==> src/rtl/sram_req_arbiter.sv <==
// Two-requester arbiter for one SRAM-like bus port, with an in-order tag FIFO that routes responses back.
// Build option: define SRAM_ARB_RR_EN for round-robin priority (default is fixed data-over-inst).
module sram_req_arbiter #(
    parameter int OUTSTANDING = 2
) (
    input  logic        clk,
    input  logic        reset,
    input  logic        inst_req,
    input  logic        inst_wr,
    input  logic [1:0]  inst_size,
    input  logic [3:0]  inst_wstrb,
    input  logic [31:0] inst_addr,
    input  logic [31:0] inst_wdata,
    output logic        inst_addr_ok,
    output logic        inst_data_ok,
    output logic [31:0] inst_rdata,
    input  logic        data_req,
    input  logic        data_wr,
    input  logic [1:0]  data_size,
    input  logic [3:0]  data_wstrb,
    input  logic [31:0] data_addr,
    input  logic [31:0] data_wdata,
    output logic        data_addr_ok,
    output logic        data_data_ok,
    output logic [31:0] data_rdata,
    output logic        mem_req,
    output logic        mem_wr,
    output logic [1:0]  mem_size,
    output logic [3:0]  mem_wstrb,
    output logic [31:0] mem_addr,
    output logic [31:0] mem_wdata,
    input  logic        mem_addr_ok,
    input  logic        mem_data_ok,
    input  logic [31:0] mem_rdata,
    output logic        arb_err
);
    localparam int CW = $clog2(OUTSTANDING + 1);
    localparam int PW = (OUTSTANDING > 1) ? $clog2(OUTSTANDING) : 1;

    typedef enum logic [1:0] {IDLE, LOCK_I, LOCK_D} state_t;

    state_t                 state, state_nxt;
    logic [CW-1:0]          count;
    logic [PW-1:0]          rd_ptr, wr_ptr;
    logic [OUTSTANDING-1:0] tags;
    logic                   grant, sel_data, want_data;
    logic                   handshake, pop, spurious, head_tag;
    logic                   fifo_full, fifo_empty;

    function automatic logic [PW-1:0] ptr_inc(input logic [PW-1:0] p);
        return (p == PW'(OUTSTANDING - 1)) ? '0 : p + 1'b1;
    endfunction

    assign fifo_full  = (count == CW'(OUTSTANDING));
    assign fifo_empty = (count == '0);
    assign head_tag   = tags[rd_ptr];

`ifdef SRAM_ARB_RR_EN
    // last_grant: 0 = inst, 1 = data; the other side wins a tie
    logic last_grant;

    always_ff @(posedge clk) begin
        if (reset)
            last_grant <= 1'b0;
        else if (handshake)
            last_grant <= sel_data;
    end

    assign want_data = data_req && (!inst_req || !last_grant);
`else
    assign want_data = data_req;
`endif

    always_ff @(posedge clk) begin
        if (reset)
            state <= IDLE;
        else
            state <= state_nxt;
    end

    always_comb begin
        state_nxt = state;
        case (state)
            IDLE:           if (grant && !mem_addr_ok) state_nxt = sel_data ? LOCK_D : LOCK_I;
            LOCK_I, LOCK_D: if (mem_addr_ok) state_nxt = IDLE;
            default:        state_nxt = IDLE;
        endcase
    end

    always_comb begin
        grant    = 1'b0;
        sel_data = 1'b0;
        case (state)
            IDLE: begin
                grant    = !fifo_full && (inst_req || data_req);
                sel_data = want_data;
            end
            LOCK_I: grant = 1'b1;
            LOCK_D: begin
                grant    = 1'b1;
                sel_data = 1'b1;
            end
            default: ;
        endcase
        if (reset)
            grant = 1'b0;
    end

    assign mem_req   = grant;
    assign mem_wr    = sel_data ? data_wr    : inst_wr;
    assign mem_size  = sel_data ? data_size  : inst_size;
    assign mem_wstrb = sel_data ? data_wstrb : inst_wstrb;
    assign mem_addr  = sel_data ? data_addr  : inst_addr;
    assign mem_wdata = sel_data ? data_wdata : inst_wdata;

    assign handshake    = grant && mem_addr_ok;
    assign inst_addr_ok = handshake && !sel_data;
    assign data_addr_ok = handshake && sel_data;

    assign pop          = mem_data_ok && !fifo_empty && !reset;
    assign spurious     = mem_data_ok && fifo_empty && !reset;
    assign inst_data_ok = pop && !head_tag;
    assign data_data_ok = pop && head_tag;
    assign inst_rdata   = mem_rdata;
    assign data_rdata   = mem_rdata;

    always_ff @(posedge clk) begin
        if (reset) begin
            count   <= '0;
            rd_ptr  <= '0;
            wr_ptr  <= '0;
            tags    <= '0;
            arb_err <= 1'b0;
        end else begin
            if (handshake) begin
                tags[wr_ptr] <= sel_data;
                wr_ptr       <= ptr_inc(wr_ptr);
            end
            if (pop)
                rd_ptr <= ptr_inc(rd_ptr);
            if (handshake && !pop)
                count <= count + 1'b1;
            else if (pop && !handshake)
                count <= count - 1'b1;
            if (spurious)
                arb_err <= 1'b1;
        end
    end
endmodule

==> config.mk <==
export PLATFORM = sky130hd
export DESIGN_NAME = sram_req_arbiter
export DESIGN_NICKNAME = d
export VERILOG_FILES = /design/src/rtl/sram_req_arbiter.sv
export SDC_FILE = /design/constraint.sdc
export NUM_CORES = 1
export LEC_CHECK = 0
export BUFFER_PORTS_ARGS = -buffer_cell sky130_fd_sc_hd__buf_4
export CORE_AREA = 2 2 123 125
export DETAILED_ROUTE_END_ITERATION = 7
export DIE_AREA = 0 0 125 127
export PLACE_DENSITY = 0.45
export SLEW_MARGIN = 10
export SYNTH_ARGS = -nofsm -noshare
export SYNTH_HDL_FRONTEND = slang
export SYNTH_SLANG_ARGS = --single-unit
==> constraint.sdc <==
create_clock -name clk -period 2.4 [get_ports clk]
set_input_delay 0.12 -clock clk [delete_from_list [all_inputs] [get_ports clk]]
set_output_delay 0.12 -clock clk [all_outputs]
set_load 0.05 [all_outputs]
==> flow_summary.ini <==
[timing]
finalHoldViolCount = 0
setup_viol = 0
max-slew-margin-rel_pct = 78.2
max_slew.worst_pin.slew_ns = 0.328
setup_tns_ns = 0
period_minus_slack_ns = 2.17
fin_crit_sh_pct = 90.5
fmax_ghz = 0.460
drv_slew = 0
rsz0062_at_grt = false
setup_slack_ns = 0.227
finalClockSkew_ns = 0.000711

[worst_setup_path]
r2r_slack_ns = 0.39
worst-setup-path-type = register to output port
startpoint_type = register
crit_path_max_incr_delay_ns = 0.39
endpoint_kind = output port
r2r-start = state[0]
r2r_cells = 7
cp_cell_sequence = inv_1 > ha_1 > a21oi_4 > buf_12 > mux2_2 > buf_4
r2r_end = count[1]
slowest_stage = mux2_2
cp_max_fo = 57
critPathArrivalTime_ns = 2.05
cp_data_required_time_ns = 2.28

[clock_tree]
post_cts_resized = 0
hold_buffers = 0
cts_sinks = 9
cts_setup_buffers = 0
htreeDepth = 1
clockRootBuffer = clkbuf_16
max-clock-path-buffers = 2
cts_tree = yes
cts_buffers = 3
insertion_delay_ns = 0.23
cts.clk_slew.worst_paths_ns = 0.04

[route]
drc = 0
ant_nets = 0
num_vias = 2023
avgViaCountPerCell = 3.71
wirelength_mm = 8.41
drtIter0Drc = 53
drt_pass1_iterations = 4
wl_per_cell_um = 15.4

[floorplanning]
start_util_pct = 12.9
chipHeight_um = 127
io_pins = 321
rows = 44
dieArea_um2 = 15900
die_w_um = 125
core_area_um2 = 14400

[logic_synthesis]
synth_seq_cells = 9
synth_async_sr_flop_share_pct = 0
synth_area_um2 = 1860
ys_seq_area_share_pct = 9.70
yosysWarnings = 0
synth_ff_type = dfxtp_1
synth-edff-count = 0
synthCells = 204
yosysUniqueCellTypes = 28
avgSynthCellArea_um2 = 9.10
synth_fp_nets = 388

[placement]
dp.cells = 541
dp_hpwl_mm = 7.43
port_buffers = 224
place_ws_ns = 0.406
gp_congestion = 0.745

[power]
comb_power_share_pct = 73.8
seqPwrFrac_pct = 10.3
power.switching_mw = 0.906
leakagePower_nw = 1.62
power.density_nw_per_um2 = 550
p_clk_share_pct = 15.9
ir_drop_mv = 0.248
p_int_mw = 0.947
switching_share_pct = 48.9
power.total_mw = 1.85

[global_routing]
gr-usage-all-layers_pct = 9.45
grt_pass1_wl_mm = 11.8
grt_remaining_overflow = 0
antenna_found_initial = 0
grt_pass1_vias = 2104
grt_max_degree = 58

[cells_and_area]
nNetsFinal = 546
fillers = 1594
syn_to_final_growth_pct = 81.5
most-common-layout-cells = 225 x buf_4, 72 x mux2_2, 9 x dfxtp_1, 7 x nor2_1, 6 x a21oi_1
final_common_cell = buf_4
final_cells = 546
drive_above_1_share_pct = 85.3

[hold_path]
hp-class = input pin to register
min_to = arb_err
whs_path_depth = 3
min_from = mem_data_ok

[run_status]
status = finished clean

[run]
cap_viol_max_count = 0
[worst max path at each step]
stage | slack (ns) | cells after the start | startpoint | to
after global routing | 0.09 | 6 | state[1] | mem_addr[28]
after CTS | 0.19 | 6 | state[1] | mem_addr[27]
after detailed placement | 0.41 | 7 | state[0] | count[1]
final | 0.23 | 6 | state[0] | mem_addr[2]
after global placement | 0.44 | 7 | state[0] | count[1]
after floorplan | 0.35 | 6 | state[0] | data_addr_ok
[cell type report]
class	instances	area [um^2]	area share, %
Timing Repair Buffer	226	1710	50.7
Sequential cell	9	180	5.35
Multi-Input combinational cell	119	1160	34.4
Antenna cell	1	2.50	0.0742
Clock buffer	4	78.8	2.34
Inverter	3	11.3	0.334
Tap cell	184	230	6.83
[registers in the layout, indices dropped and copies added (netlist names)]
name	count
arb_err	1
count	2
rd_ptr	1
state	2
tags	2
wr_ptr	1
[metrics by stage]
step           instance area [um^2]  utilization, %  hold slack (ns)
2_1_floorplan                  1860               -            0.261
3_3_place_gp                   3290            22.8            0.240
3_5_place_dp                   3290            22.8            0.240
4_1_cts                        3370            23.4            0.124
5_1_grt                        3370            23.4            0.161
6_report                       3370            23.4            0.124
[layer usage]
metal,track usage [%],vias up,part of all wire [%]
met5,0,-,0
met4,1.83,0,1.2
met3,2.55,11,8.7
met2,16.9,144,52
met1,11.4,909,38
li1,-,959,-
[cells by family (layout without fill, tap and decap cells)]
group | count (synthesis) | after routing | share of synthesized area, %
buf+inv | 76 | 233 | 28.8
mux | 74 | 74 | 45.0
simple gates | 27 | 27 | 8.49
compound gates | 11 | 11 | 3.84
flops | 9 | 9 | 9.70
fa+ha+maj | 4 | 4 | 2.70
xor+xnor | 3 | 3 | 1.42
other cells | 0 | 1 | 0
[power groups by stage]
stage	clock network, mW	registers (mW)	logic, mW
final	0.294	0.191	1.37
after global routing	0.314	0.195	1.43
after CTS	0.304	0.191	1.39
after detailed placement	0	0.193	1.38
after global placement	0	0.192	1.37
after floorplan	0	0.198	1.18
[worst max-delay path, delay by kind of cell (launching register included)]
kind | cells | cell delay (ns)
AOI/OAI and AO/OA | 1 | 0.19
adders and majority gates | 1 | 0.30
buffers and inverters | 3 | 0.53
DFF | 1 | 0.32
muxes | 1 | 0.39
[cells in the mapped netlist, types with 2 or more instances]
cell type | count | area [um^2]
dfxtp_1 | 9 | 180
buf_4 | 64 | 480
nor3_1 | 2 | 10.0
buf_2 | 8 | 40.0
mux2_2 | 72 | 811
a21oi_1 | 7 | 35.0
o21ai_0 | 3 | 15.0
nor4_1 | 2 | 12.5
xor2_1 | 3 | 26.3
nor2b_1 | 3 | 18.8
nor2_1 | 7 | 26.3
inv_1 | 3 | 11.3
ha_1 | 4 | 50.1
or3_1 | 3 | 18.8
Note: power is estimated with default switching activity, not from simulation.
